### src/rtl/adder16_arbiter_pkg.sv
// adder16_arbiter_pkg: shared widths and FSM states for the adder arbiter
package adder16_arbiter_pkg;
  localparam int DW = 16;
  localparam int NUM_REQ = 4;
  localparam int PTR_W = 2;
  typedef enum logic [1:0] {IDLE, ADD, RESP} state_e;
endpackage

### src/rtl/adder16_arbiter_adder16.sv
// adder16: 16-bit modular ripple adder, carry-out is never formed
module adder16 (
  input  logic [15:0] a_i,
  input  logic [15:0] b_i,
  output logic [15:0] sum_o
);
  logic [15:0] c;
  assign c[0] = 1'b0;
  for (genvar i = 1; i < 16; i++) begin : g_carry
    assign c[i] = (a_i[i-1] & b_i[i-1]) | (c[i-1] & (a_i[i-1] ^ b_i[i-1]));
  end
  assign sum_o = a_i ^ b_i ^ c;
endmodule

### src/rtl/adder16_arbiter.sv
// adder16_arbiter: round-robin sharing of one ripple adder among four requesters
module adder16_arbiter
  import adder16_arbiter_pkg::*;
#(
  parameter int NUM_REQ = 4,
  parameter int DW = 16
) (
  input  logic                  clk,
  input  logic                  rst_n,
  input  logic [NUM_REQ-1:0]    req_valid,
  input  logic [NUM_REQ*DW-1:0] req_a,
  input  logic [NUM_REQ*DW-1:0] req_b,
  output logic [NUM_REQ-1:0]    req_ready,
  output logic                  rsp_valid,
  input  logic                  rsp_ready,
  output logic [PTR_W-1:0]      rsp_id,
  output logic [DW-1:0]         rsp_sum,
  output logic                  busy,
  output logic [15:0]           done_cnt
);
  state_e state_q, state_d;
  logic [PTR_W-1:0] ptr_q, ptr_d, id_q, id_d, win, idx;
  logic [DW-1:0] a_q, a_d, b_q, b_d, sum_q, sum_d, sum_w;
  logic [15:0] cnt_q, cnt_d;
  logic found;

  adder16 u_add (.a_i(a_q), .b_i(b_q), .sum_o(sum_w));

  always_comb begin
    state_d = state_q;
    ptr_d = ptr_q;
    id_d = id_q;
    a_d = a_q;
    b_d = b_q;
    sum_d = sum_q;
    cnt_d = cnt_q;
    req_ready = '0;
    found = 1'b0;
    win = ptr_q;
    idx = ptr_q;
    // first valid requester at or after ptr, wrapping modulo NUM_REQ
    for (int k = 0; k < NUM_REQ; k++) begin
      idx = ptr_q + PTR_W'(k);
      if (!found && req_valid[idx]) begin
        found = 1'b1;
        win = idx;
      end
    end
    case (state_q)
      IDLE: if (found) begin
        req_ready[win] = 1'b1;
        a_d = req_a[DW*win +: DW];
        b_d = req_b[DW*win +: DW];
        id_d = win;
        ptr_d = win + 1'b1;
        state_d = ADD;
      end
      ADD: begin
        sum_d = sum_w;
        state_d = RESP;
      end
      RESP: if (rsp_ready) begin
        cnt_d = cnt_q + 16'd1;
        state_d = IDLE;
      end
      default: state_d = IDLE;
    endcase
  end

  always_ff @(posedge clk or negedge rst_n) begin
    if (!rst_n) begin
      state_q <= IDLE;
      ptr_q <= '0;
      id_q <= '0;
      a_q <= '0;
      b_q <= '0;
      sum_q <= '0;
      cnt_q <= '0;
    end else begin
      state_q <= state_d;
      ptr_q <= ptr_d;
      id_q <= id_d;
      a_q <= a_d;
      b_q <= b_d;
      sum_q <= sum_d;
      cnt_q <= cnt_d;
    end
  end

  assign rsp_valid = state_q == RESP;
  assign rsp_id = id_q;
  assign rsp_sum = sum_q;
  assign busy = state_q != IDLE;
  assign done_cnt = cnt_q;
endmodule

### config.mk
export PLATFORM = sky130hd
export DESIGN_NAME = adder16_arbiter
export DESIGN_NICKNAME = d
export VERILOG_FILES = /design/src/rtl/adder16_arbiter_pkg.sv /design/src/rtl/adder16_arbiter_adder16.sv /design/src/rtl/adder16_arbiter.sv
export SDC_FILE = /design/constraint.sdc
export NUM_CORES = 1
export LEC_CHECK = 0
export CAP_MARGIN = 20
export CORE_MARGIN = 1.5
export CORE_UTILIZATION = 45
export CTS_BUF_LIST = sky130_fd_sc_hd__clkbuf_2 sky130_fd_sc_hd__clkbuf_4 sky130_fd_sc_hd__clkbuf_8
export CTS_CLUSTER_DIAMETER = 60
export CTS_CLUSTER_SIZE = 24
export DETAILED_ROUTE_END_ITERATION = 10
export HOLD_SLACK_MARGIN = 0.15
export MAX_ROUTING_LAYER = met4
export PLACE_DENSITY = 0.81
export SKIP_LAST_GASP = 1
export SLEW_MARGIN = 15
export SYNTH_ARGS = -nofsm -noshare
export SYNTH_HDL_FRONTEND = slang
export SYNTH_SLANG_ARGS = --single-unit
### constraint.sdc
create_clock -name clk -period 6.9 [get_ports clk]
set_input_delay 1.725 -clock clk [delete_from_list [all_inputs] [get_ports clk]]
set_output_delay 1.725 -clock clk [all_outputs]
set_load 0.1 [all_outputs]
* Yosys cells after proc, flatten, opt, wreduce, memory -nomap -nowiden
Cells that the tools add are included.
** Storage, ports and cells
- Register bits :: 70
- Bits of input ports :: 135
- Output and inout port bits :: 40
- Word-level logic and storage cells :: 117
** Operators by class
- Add/subtract/negate cells :: 5
- Order comparisons :: 6
- Equality and inequality tests :: 4
- Shifts and indexed selects :: 2
- Muxes and demuxes :: 22
- Bitwise gates (word level) :: 59
- Reductions and logical operators :: 12
** Operator list (count)
- variable part select 64 x 7 -> 16 bit :: 2
- bitwise XOR 16 bit :: 2
- AND 1 bit :: 29
- adder 16 x 1 -> 16 bit (second input constant) :: 1
- < comparator 2 x 3 -> 1 bit (second input constant) :: 5
- bitwise OR 1 bit :: 14
- bitwise XOR 1 bit :: 14
- two-way mux 2 bit :: 5
- two-way mux 1 bit :: 9
- binary-select mux 1 bit (select 2 bit) :: 4
- two-way mux 4 bit :: 2
- one-hot mux 2 bit (3 select lines) :: 1
- AND reduction 2 bit :: 3
- adder 2 x 1 -> 2 bit (second input constant) :: 2
- adder 2 bit (second input constant) :: 2
- logical AND 1 bit :: 4
- logical NOT 1 bit :: 3
- demux 1 bit (select 2 bit) :: 1
- == test 2 x 1 -> 1 bit (second input constant) :: 1
- == test 2 bit (second input constant) :: 1
- >= comparator 2 x 1 -> 1 bit (second input constant) :: 1
- logical NOT 2 bit :: 1
- != test 2 x 1 -> 1 bit (second input constant) :: 1
- != test 2 bit (second input constant) :: 1
- nonzero test 2 bit :: 1

* Depth between registers and ports, before layout
Gate-level depths: netlist of the first run.
- Depth in word-level cells :: 30
- Gate-level depth with buffers :: 19
- Mapped depth without buffers :: 19

* Hierarchy
Synthesis of the first run repeated with hierarchy kept, for this count alone.
** Second synthesis, totals
- Cell total of the unflattened synthesis :: 414
- Area, all modules :: 4606.9 µm²
** Modules (own cells, without submodules)
- adder16_arbiter :: times used 1, cells each 393, area each 4271.6 µm², sequential area each 1751.7 µm²
- adder16 :: times used 1, cells each 21, area each 335.3 µm², sequential area each 0.0 µm²

* Worst setup path before layout of the first run
Ideal clock, no wire load.
- Path kind :: flip-flop to flip-flop
- From :: register a_q[0]
- To :: register sum_q[14] (netlist: rsp_sum[14])
- Library setup time :: 0.126 ns
- Arrival time :: 5.995 ns
- Required time :: 6.774 ns
- Slack :: 0.779 ns
- Cell stages (with the launch flop) :: 19
- Path buffers :: 0
- Clock period less this slack :: 6.121 ns
- Cells stage by stage :: dfrtp_1 > ha_1 > fa_1 > fa_1 > fa_1 > fa_1 > fa_1 > fa_1 > fa_1 > fa_1 > fa_1 > fa_1 > fa_1 > inv_1 > fa_1 > inv_1 > fa_1 > fa_1 > mux2_2
** On the way
- Cells in the longest elaborated chain, start to end :: 28
** Ends and longest elaborated chain
- start: declaration :: RTL line adder16_arbiter.sv:23 : logic [DW-1:0] a_q, a_d, b_q, b_d, sum_q, sum_d, sum_w;
- start signal: assignment :: RTL line adder16_arbiter.sv:75 : a_q <= '0;
- start signal: assignment :: RTL line adder16_arbiter.sv:83 : a_q <= a_d;
- AND 1 bit (2 in series) :: RTL line adder16_arbiter_adder16.sv:10 : assign c[i] = (a_i[i-1] & b_i[i-1]) | (c[i-1] & (a_i[i-1] ^ b_i[i-1]));
- bitwise OR 1 bit :: RTL line adder16_arbiter_adder16.sv:10
- AND 1 bit :: RTL line adder16_arbiter_adder16.sv:10
- bitwise OR 1 bit :: RTL line adder16_arbiter_adder16.sv:10
- AND 1 bit :: RTL line adder16_arbiter_adder16.sv:10
- bitwise OR 1 bit :: RTL line adder16_arbiter_adder16.sv:10
- AND 1 bit :: RTL line adder16_arbiter_adder16.sv:10
- bitwise OR 1 bit :: RTL line adder16_arbiter_adder16.sv:10
- [12 not listed]
- AND 1 bit :: RTL line adder16_arbiter_adder16.sv:10
- bitwise OR 1 bit :: RTL line adder16_arbiter_adder16.sv:10
- AND 1 bit :: RTL line adder16_arbiter_adder16.sv:10
- bitwise OR 1 bit :: RTL line adder16_arbiter_adder16.sv:10
- AND 1 bit :: RTL line adder16_arbiter_adder16.sv:10
- bitwise OR 1 bit :: RTL line adder16_arbiter_adder16.sv:10
- bitwise XOR 16 bit :: RTL line adder16_arbiter_adder16.sv:12 : assign sum_o = a_i ^ b_i ^ c;
- named net sum_w[14] :: RTL line adder16_arbiter.sv:23
- end signal: assignment :: RTL line adder16_arbiter.sv:85 : sum_q <= sum_d;
- end: declaration :: RTL line adder16_arbiter.sv:23
The timed path passes the listed nets, and every way through them passes these cells.
A chain may end at the register's enable or synchronous reset.

* Worst setup path after layout of the first run
Ends and elaborated chain as after synthesis.

==> summary.md, run 1 <==
| Metric | Value |
|---|---|
| RD Place Congestion | slightly below 0.8 |
| Worst Skew | 0.01774 ns |
| Fin nets | 727 |
| Sw Ratio | approximately 53% |
| Fin. Hold Viols | 0 |
| H-tree levels | 3 |
| GR Util All Layers | 24.83% |
| Status | complete, no violations |
| DR WL/cell | between 15 and 20 um |
| Largest family of logic cells by synthesized area | compound AO/OA/AOI/OAI gates |
| Most frequent cells in the layout | clkdlybuf4s50_1, dfrtp_1, nor2_1, inv_1, a211oi_1 |
| Finished layout cell area | between 6000 and 7000 sq um |
| Layout Cells excl Fill | 706 |
| Relative slew margins | 30.44% |
| Routed vias | ~3800 |
| Commonest non-fill, non-tap cell in the layout | clkdlybuf4s50_1 |
| Initial DRC count | 140 |
| Worst EP arrival | 6.63 ns |
| Reg power frac | between 20% and 30% |
| Post-synthesis adder-cell area fraction | 8.112% |
| Sequential element share of the synthesized area | 39.99% |
| Area of placed instances | about 6200 sq um |
| Cell Rows | 35 |
| Core area | 9328 sq um |
| Synth Area in Simple Gates | 8.740% |
| Worst Hold Class | reg -> reg |
| DIE WIDTH | a little over 100 um |
| Overflow after GRT | 0 |
| P_int | 1.398 mW |
| Unrepaired setup endpoints after global routing | no |
| Starting Density | a little under half |
| Psw | 1.547 mW |
| XOR/XNOR share of the synthesized area | 3.399% |
| Crit share post-route | between 90% and 100% |
| Worst setup EP type | register |
| Initial antenna violation count | 0 |
| CP required | 7.13 ns |
| Sequential Area | 1752 sq um |
| CTS tree | yes |
| Final Setup Violations | 0 |
| First-pass GRT wire length | between 15000 and 20000 um |
| Yosys cell types | 37 |
| DRC Markers | 0 |
| Post-layout power | approximately 2.9 mW |
| Compound-gate portion of the synthesized area | between 20% and 30% |
| Routed vias/inst | 5.360 |
| Total CTS buffers | 9 |
| Final Max Slew Viols | 0 |
| CP Max Fanout | 2 |
| Sink Count | 70 |
| CTS root buf | clkbuf_8 |
| Largest net degree at the start of global routing | 71 |
| Slew of the pin with the lowest slew margin | 1.040 ns |
| YS warnings | 0 |
| Fillers | 721 |
| IO buf count | about 170 |
| Power share of the clock group | 10.1% |
| Number of max-cap violations | 0 |
| Die area | 10330 sq um |
| Synthesized net count | around 570 |
| # hold bufs at CTS | 0 |
| Power Dens Cells | 462.1 nW/um^2 |
| Critical Path Start Type | register |
| Combinational share of power | approximately 65% |
| Cells after DPL | 690 |
| IO Pins | 175 |
| Synth Cell Area | 4380 sq um |
| Number of global-route vias before repair | slightly below 4000 |
| Layout cell share with drive strength beyond 1 | 14.04% |
| Pre-antenna DRT Iters | 4 |
| Hold WS | 0.4750 ns |
| Die Ht | between 100 and 150 um |
| Fmax | 0.1563 GHz |
| Post-route setup TNS | 0 ns |
| Clock Latency Late Sink | approximately 0.36 ns |
| Mean Syn Cell Area | between 10 and 15 sq um |
| #FFs+latches synth | 70 |
| Post-CTS setup buffer count | 0 |
| Minimum clock period | approximately 6.4 ns |
| Drt total wl | ~12000 um |
| Cts repair resizes | 0 |
| Ant diodes | 0 |
| Detail Route Antenna Nets | 0 |
| Area of the multi-input gates | 2312 sq um |
| Synthesized netlist cell count | 410 |
| Fraction of synthesized area in multiplexers | 11.68% |
| HPWL Detailed | 9078 um |
| Maximum buffer depth of the clock tree | 2 |
| Area growth from synthesis to layout | 45.50% |
| Crit Path Class | reg -> reg |
| Clk pin slew, worst setup/hold paths | 0.09 ns |
| Max VDD drop | 0.3483 mV |
| Leak pwr | approximately 2.6 nW |
-- sequential cells by signal, summed over array words and instances (netlist names) --
| signal | flops |
|---|---|
| state_q | 2 |
| b_q | 16 |
| done_cnt | 16 |
| ptr_q | 2 |
| rsp_sum | 16 |
| rsp_id | 2 |
| a_q | 16 |
-- routing by layer --
layer  vias to the layer above  GRT usage [%]  part of all wire [%]
li1                       1789              -                     -
met4                         0          7.692                   2.0
met2                       129          42.15                    51
met1                      1842          29.92                    41
met5                         -              -                     0
met3                        24          4.624                   5.3
-- Yosys cell counts --
master | number | area, sq um
nand3_1 | 2 | 10.01
and3_1 | 5 | 31.28
nand2b_1 | 3 | 18.77
and3b_1 | 1 | 8.760
fa_1 | 14 | 280.3
a221o_1 | 1 | 10.01
ha_1 | 6 | 75.07
a21oi_1 | 1 | 5.000
a31oi_1 | 32 | 200.2
nor3_4 | 1 | 16.27
nor2_2 | 1 | 6.260
clkbuf_1 | 17 | 63.81
dfrtp_1 | 70 | 1752
nand2_1 | 9 | 33.78
a211oi_1 | 36 | 270.3
or2_2 | 1 | 6.260
o21bai_1 | 2 | 15.01
inv_6 | 1 | 8.760
xor2_1 | 5 | 43.79
nand4_1 | 5 | 31.28
o21ai_1 | 1 | 5.000
buf_2 | 5 | 25.02
o21a_1 | 1 | 7.510
nor2b_1 | 4 | 25.02
a211o_1 | 1 | 8.760
o211ai_2 | 1 | 12.51
nor4_2 | 1 | 12.51
xnor2_1 | 12 | 105.1
nor2_1 | 42 | 157.7
buf_8 | 3 | 45.04
inv_1 | 38 | 142.6
mux2i_1 | 32 | 320.3
buf_6 | 4 | 45.04
a211oi_2 | 28 | 350.3
and2_1 | 4 | 25.02
o21ai_0 | 3 | 15.01
mux2_2 | 17 | 191.4
-- final cells by class --
type | count | area share [%]
Inverter | 39 | 2.375
Clock buffer | 9 | 1.943
Tap cell | 129 | 2.532
Multi-Input combinational cell | 272 | 36.28
Sequential cell | 70 | 27.48
Timing Repair Buffer | 180 | 28.62
Clock inverter | 7 | 0.7656
-- cell families after synthesis --
kind of cell             after synthesis
XOR/XNOR                              17
adder cells (fa/ha/maj)               20
AO/OA/AOI/OAI                        107
buffers and inverters                 68
AND/OR/NAND/NOR                       79
flip-flops                            70
multiplexers                          49
-- power groups by stage --
stage / Combinational (mW) / Sequential (mW) / Clock (mW)
4_1_cts: 1.92 / 0.742 / 0.298
3_5_place_dp: 1.91 / 0.747 / 0
5_1_grt: 2.05 / 0.767 / 0.315
2_1_floorplan: 0.988 / 1.19 / 0
3_3_place_gp: 1.86 / 0.740 / 0
6_report: 1.91 / 0.740 / 0.297
-- per-stage QoR --
| step | setup WS, ns | util (%) |
|---|---|---|
| after floorplan | 0.7787 | - |
| after global placement | 0.6637 | 66.48 |
| after detailed placement | 0.5021 | 66.48 |
| after CTS | 0.4907 | 68.33 |
| after global routing | 0.2810 | 68.33 |
| final | 0.5028 | 68.33 |
-- final timing paths --
path	start	to	slack, ns	cells past startpoint
min in group asynchronous	rst_n	done_cnt[4]$_DFFE_PN0P_	1.48	1
max in group asynchronous	rst_n	rsp_sum[15]$_DFFE_PN0N_	4.84	1
worst max register to register	a_q[0]$_DFFE_PN0P_	rsp_sum[14]$_DFFE_PN0N_	0.50	18
worst min register to register	done_cnt[15]$_DFFE_PN0P_	done_cnt[15]$_DFFE_PN0P_	0.47	1
worst min-delay path	done_cnt[15]$_DFFE_PN0P_	done_cnt[15]$_DFFE_PN0P_	0.47	1
worst max-delay path	a_q[0]$_DFFE_PN0P_	rsp_sum[14]$_DFFE_PN0N_	0.50	18
-- critical path, stage by stage (launching register included) --
cell and delay (ns):
dfrtp_1 0.40, ha_1 0.21, fa_1 0.39, fa_1 0.40, fa_1 0.39, fa_1 0.39, fa_1 0.39, fa_1 0.41
fa_1 0.40, fa_1 0.39, fa_1 0.39, fa_1 0.39, fa_1 0.37, inv_1 0.08, fa_1 0.16, inv_1 0.05
fa_1 0.38, fa_1 0.43, mux2_2 0.27
(Power assumes the default switching activity.)
==> inputs of run 2 (changes only) <==
--- a/config.mk
+++ b/config.mk
@@ -6,6 +6,7 @@
 export NUM_CORES = 1
 export LEC_CHECK = 0
 export CAP_MARGIN = 20
+export CORE_ASPECT_RATIO = 1.1
 export CORE_MARGIN = 1.5
 export CORE_UTILIZATION = 45
 export CTS_BUF_LIST = sky130_fd_sc_hd__clkbuf_2 sky130_fd_sc_hd__clkbuf_4 sky130_fd_sc_hd__clkbuf_8
==> run 2 against run 1 <==
Critical endpoint unchanged. Clock power is 40% higher. Combinational power is essentially flat. Final cell count decreased by 1.7%. Via count increased by 0.58%. Count of clock-buffer cells in the layout increased by 2. Largest cell class unchanged. Global-route usage fell by 0.10 points. Fmax is 1.0% higher. Utilization is 0.21 points higher. Total power increased by 4.8%. Register-to-register slack gained 0.07 ns.
==> summary.md, run 2 (synthesized netlist as in run 1, its figures left out) <==
| Metric | Value |
|---|---|
| Status | complete, no violations (unchanged) |
| First-pass GRT wire length | 19810 um (was 19060 um) |
| Power Dens Cells | 479.0 nW/um^2 (was 462.1 nW/um^2) |
| Cell Rows | 37 (was 35) |
| Reg-to-reg slack, setup | 0.57 ns (was 0.50 ns) |
| Post-route setup TNS | 0 ns (unchanged) |
| GR Util All Layers | 24.72% (was 24.83%) |
| Maximum buffer depth of the clock tree | 2 (unchanged) |
| Worst Skew | 0.009237 ns (was 0.01774 ns) |
| Total CTS buffers | 9 (unchanged) |
| IO buf count | 174 (unchanged) |
| Unrepaired setup endpoints after global routing | no (unchanged) |
| CTS root buf | clkbuf_8 (unchanged) |
| Overflow after GRT | 0 (unchanged) |
| Area of the multi-input gates | 2312 sq um (unchanged) |
| Initial antenna violation count | 0 (unchanged) |
| Die Ht | 106.5 um (was 101.7 um) |
| Detail Route Antenna Nets | 0 (unchanged) |
| Post-CTS setup buffer count | 0 (unchanged) |
| # hold bufs at CTS | 0 (unchanged) |
| Final Setup Violations | 0 (unchanged) |
| Worst EP arrival | 6.56 ns (was 6.63 ns) |
| Clk pin slew, worst setup/hold paths | 0.08 ns (was 0.09 ns) |
| H-tree levels | 3 (unchanged) |
| Relative slew margins | 31.66% (was 30.44%) |
| Area growth from synthesis to layout | 47.04% (was 45.50%) |
| Starting Density | 46.61% (was 46.96%) |
| Max VDD drop | 0.4570 mV (was 0.3483 mV) |
| DRC Markers | 0 (unchanged) |
| Critical Path Start Type | register (unchanged) |
| Slew of the pin with the lowest slew margin | 1.022 ns (was 1.040 ns) |
| Minimum clock period | 6.332 ns (was 6.397 ns) |
| Worst setup EP type | register (unchanged) |
| Pre-antenna DRT Iters | 6 (was 4) |
| Fmax | 0.1579 GHz (was 0.1563 GHz) |
| Routed vias/inst | 5.484 (was 5.360) |
| Largest net degree at the start of global routing | 71 (unchanged) |
| Final Max Slew Viols | 0 (unchanged) |
| DR WL/cell | 17.36 um (was 16.97 um) |
| Routed vias | 3806 (was 3784) |
| Fin nets | 727 (unchanged) |
| Commonest non-fill, non-tap cell in the layout | clkdlybuf4s50_1 (unchanged) |
| Clock Latency Late Sink | 0.34 ns (was 0.36 ns) |
| Initial DRC count | 115 (was 140) |
| Ant diodes | 0 (unchanged) |
| Most frequent cells in the layout | clkdlybuf4s50_1, dfrtp_1, nor2_1, inv_1, a211oi_1 (unchanged) |
| Fin. Hold Viols | 0 (unchanged) |
| Cts repair resizes | 0 (unchanged) |
| CTS tree | yes (unchanged) |
| Crit Path Class | reg -> reg (unchanged) |
| Fillers | 727 (was 721) |
| Layout cell share with drive strength beyond 1 | 14.04% (unchanged) |
| Post-layout power | 3.085 mW (was 2.945 mW) |
| HPWL Detailed | 9104 um (was 9078 um) |
| CP Max Fanout | 2 (unchanged) |
| Worst Hold Class | reg -> reg (unchanged) |
| Number of max-cap violations | 0 (unchanged) |
| Leak pwr | 2.667 nW (was 2.626 nW) |
| IO Pins | 175 (unchanged) |
| RD Place Congestion | 0.8245 (was 0.7735) |
| Drt total wl | 12050 um (was 11980 um) |
| Crit share post-route | 91.77% (was 92.71%) |
| Sink Count | 70 (unchanged) |
| Number of global-route vias before repair | 4058 (was 3892) |
| Core area | 9398 sq um (was 9328 sq um) |
| DIE WIDTH | 97.07 um (was 101.7 um) |
| Sequential Area | 1752 sq um (unchanged) |
| CP required | 7.13 ns (about the same) |
| Die area | 10340 sq um (was 10330 sq um) |
-- run 2: cell count changes in the layout (fill, tap and decap cells not counted), sizes merged --
| cell | previous run | this run |
|---|---|---|
| clkinv | 5 | 1 |
| clkbuf | 9 | 11 |
| bufinv | 0 | 3 |
| clkinvlp | 1 | 0 |
-- run 2: worst paths after layout --
path	start	cells past startpoint	to
max	a_q[0]$_DFFE_PN0P_	18	rsp_sum[14]$_DFFE_PN0N_
min	done_cnt[15]$_DFFE_PN0P_	1	done_cnt[15]$_DFFE_PN0P_
max reg2reg	a_q[0]$_DFFE_PN0P_	18	rsp_sum[14]$_DFFE_PN0N_
min reg2reg	done_cnt[15]$_DFFE_PN0P_	1	done_cnt[15]$_DFFE_PN0P_
max in group asynchronous	rst_n	1	rsp_sum[12]$_DFFE_PN0N_
min in group asynchronous	rst_n	1	done_cnt[6]$_DFFE_PN0P_
-- run 2: worst max-delay path, cell delays in order, from the launching register on --
cell	delay, ns
dfrtp_1	0.38
ha_1	0.21
fa_1	0.38
fa_1	0.40
fa_1	0.39
fa_1	0.39
fa_1	0.39
fa_1	0.39
fa_1	0.39
fa_1	0.39
fa_1	0.38
fa_1	0.38
fa_1	0.36
inv_1	0.08
fa_1	0.17
inv_1	0.05
fa_1	0.38
fa_1	0.43
mux2_2	0.27
-- run 2: through the flow --
stage / hold slack (ns) / area (sq um) / cells / worst slack, ns / utilization [%]
6_report: 0.4663 / 6441 / 694 / 0.5680 / 68.54
5_1_grt: 0.5174 / 6441 / 694 / 0.3315 / 68.54
4_1_cts: 0.4723 / 6441 / 694 / 0.5509 / 68.54
3_5_place_dp: 0.4616 / 6186 / 678 / 0.5288 / 65.82
3_3_place_gp: 0.4568 / 6186 / 678 / 0.6586 / 65.82
2_1_floorplan: 0.5353 / 4380 / 410 / 0.7787 / -
-- run 2: report_power, final --
part	leakage (nW)	total, mW	switching (mW)	internal [mW]
Clock	0.130	0.416	0.155	0.261
Combinational	1.71	1.93	1.25	0.683
Sequential	0.828	0.738	0.144	0.594
Total	2.67	3.09	1.55	1.54
-- run 2: area by class of cell --
| cell class | instances | area share [%] |
|---|---|---|
| multi-input combinational | 272 | 35.90 |
| timing repair buffer | 180 | 28.32 |
| sequential | 70 | 27.20 |
| clock buffer | 11 | 2.350 |
| inverter | 39 | 2.350 |
| tap | 117 | 2.273 |
| clock inverter | 5 | 1.612 |
-- run 2: metal layers --
metal / GRT usage [%] / routed length, um
met5: - / 0
met4: 8.489 / 295
met3: 4.339 / 610
met2: 43.11 / 6222
met1: 28.92 / 4917
==> RTL change, RTL diff (config.mk and constraints of run 1) <==
Reset style: synchronous (`rst_n`), changed in one clocked block.
--- a/src/rtl/adder16_arbiter.sv
+++ b/src/rtl/adder16_arbiter.sv
@@ -69,3 +69,3 @@
 
-  always_ff @(posedge clk or negedge rst_n) begin
+  always_ff @(posedge clk) begin
     if (!rst_n) begin
Behaviour: differs if rst_n is asserted again (counterexample within 4 cycles, from zero or initial values and one cycle with rst_n low); with rst_n held inactive, the same outputs for 10 cycles.
==> RTL change against run 1 <==
- area after synthesis down 12%
- first-iteration DRC count down 29%
- routed wire length down 16%
- final area down 8.6%
- via count down 8.3%
- sequential cell count unchanged
- setup slack worse by 0.17 ns
Power is not compared: it rests on default switching activity, and its combinational part moved more than twofold at a synthesized area within 25%.
==> RTL change: results (changes against run 1) <==
status - finished clean
largest net degree at the start of global routing - 66 (-7.0%)
Mapped Nets - 553 (-2.1%)
Reg2Reg Capture Point - rsp_sum[15]
family with the most delay on the worst path - adder cells
Post-synth ARST share - 0 (-1.00)
Iteration-0 DRC Markers - 100 (-29%)
GR Layer Usage met3 - 0.0521 (+0.00589)
synth warn - 0 (unchanged)
DP HPWL - 7.89 mm (-13%)
clock tree buffer depth - 2 (unchanged)
peak supply drop - 0.129 mV
GRT met1 Usage - 0.301 (+0.00214)
post-CTS sizing - 0 (unchanged)
slowest stage cell, crit path - fa_1
H-tree Lvls - 3 (unchanged)
Hold WC Path Type - reg -> reg
CP max stage delay - 0.41 ns (-0.02 ns)
Worst Reg2Reg Path Length in Cells - 21 (+3)
list of most frequent post-synthesis cells - dfxtp_1, mux2i_1, nand2_1
hold path startpoint - rsp_sum[4]
Relative slew margins - 0.307 (+0.00281)
Tot GR Track Use - 0.237 (-0.0113)
Avg Synthesized Cell Area - 9.72 um^2 (-9.0%)
GP Congestion - 0.831 (+7.4%)
LEAKAGE - 2.33 nW
Synth Flop Type - dfxtp_1
Port Buf Inserts - 174 (unchanged)
Post-Route Skew - 0.00517 ns (-0.0126 ns)
Fill cells - 658 (-8.7%)
clock slew at reported path FFs - 0.07 ns (-0.02 ns)
initial antenna violation count - 0 (unchanged)
CTS Root Buffer Type - clkbuf_8
endpoints failing setup - 0 (unchanged)
grt met2 use - 0.366 (-0.0559)
layout cells sized above 1 - 0.0532 (-0.0872)
n_diodes - 0 (unchanged)
vias per cell - 5.19 (-3.3%)
setup slack, reg-to-reg - 0.33 ns (-0.17 ns)
Critical Path Fanout Max - 2 (unchanged)
via count - 3,469 (-8.3%)
hold depth - 2 (+1)
Critical Path AT - 6.81 ns (+0.18 ns)
DRC Markers - 0 (unchanged)
number of synthesized flops with an enable pin - 0 (unchanged)
Area contributors post-synth - dfxtp_1, mux2i_1, fa_1
Hold EP - rsp_sum[4]
DRT Pass-1 Iters - 4 (unchanged)
clock latency on the worst-skew pair - 0.34 ns (-0.02 ns)
first-pass GRT wire length - 16.2 mm (-15%)
part of the Yosys area used for sequential elements - 0.362 (-0.0375)
worst r2r src - a_q[0]
Nets - 714 (-1.8%)
overall routed net length - 10.1 mm (-16%)
placed cells - 652 (-5.5%)
WHS - 0.465 ns (-0.00970 ns)
CTS buffer count - 9 (unchanged)
## RTL change: cell types whose count changed after synthesis, sizes merged, moves of 17 or more
cell	change
inv	-29
a31oi	-32
dfrtp	-70
nor2	-38
dfxtp	+70
o221ai	+32
mux2i	+37
nand2	+61
mux2	-17
a211oi	-64
## RTL change: layout make-up
| cell class | instances | area (um^2) | share of cell area |
|---|---|---|---|
| clock inverter | 5 | 57.6 | 0.00988 |
| multi-input combinational | 291 | 2290 | 0.393 |
| timing repair buffer | 177 | 1760 | 0.302 |
| sequential | 70 | 1400 | 0.241 |
| tap | 105 | 131 | 0.0226 |
| inverter | 10 | 37.5 | 0.00644 |
| clock buffer | 11 | 151 | 0.0260 |
## RTL change: worst min-delay path: stages, from the launching register on
cell      delay, ns
dfxtp_1        0.31
nand2_1        0.04
a21boi_0       0.06
## RTL change: kinds of logic after synthesis
kind of cell / count (synthesis) / synth area share
flops: 70 / 0.362
fa+ha+maj: 20 / 0.0919
simple gates: 128 / 0.158
compound gates: 59 / 0.128
mux: 69 / 0.179
buf+inv: 37 / 0.0466
xor+xnor: 15 / 0.0340
## RTL change: routing by layer
metal / part of all wire / vias to the layer above
li1: - / 1723
met1: 0.44 / 1590
met4: 0.024 / 0
met2: 0.48 / 135
met3: 0.056 / 21
met5: 0 / -
## RTL change: through the flow
step	util	setup WS, ns	area (um^2)
global route	0.705	0.0425	5820
CTS	0.705	0.297	5820
floorplan	-	0.661	3870
global placement	0.678	0.444	5600
detailed placement	0.680	0.309	5610
finish	0.705	0.330	5820
## RTL change: worst max path at each step
stage | slack (ns) | end | startpoint
after CTS | 0.30 | rsp_sum[15] | a_q[0]
after global routing | 0.04 | rsp_sum[15] | a_q[0]
after floorplan | 0.66 | rsp_sum[15] | a_q[0]
after detailed placement | 0.31 | rsp_sum[15] | a_q[0]
after global placement | 0.44 | rsp_sum[15] | a_q[0]
final | 0.33 | rsp_sum[15] | a_q[0]
## RTL change: where the power goes
group,internal [mW],switching (mW)
registers,0.465,0.0495
logic,0.239,0.340
clock network,0.186,0.154
total,0.890,0.544
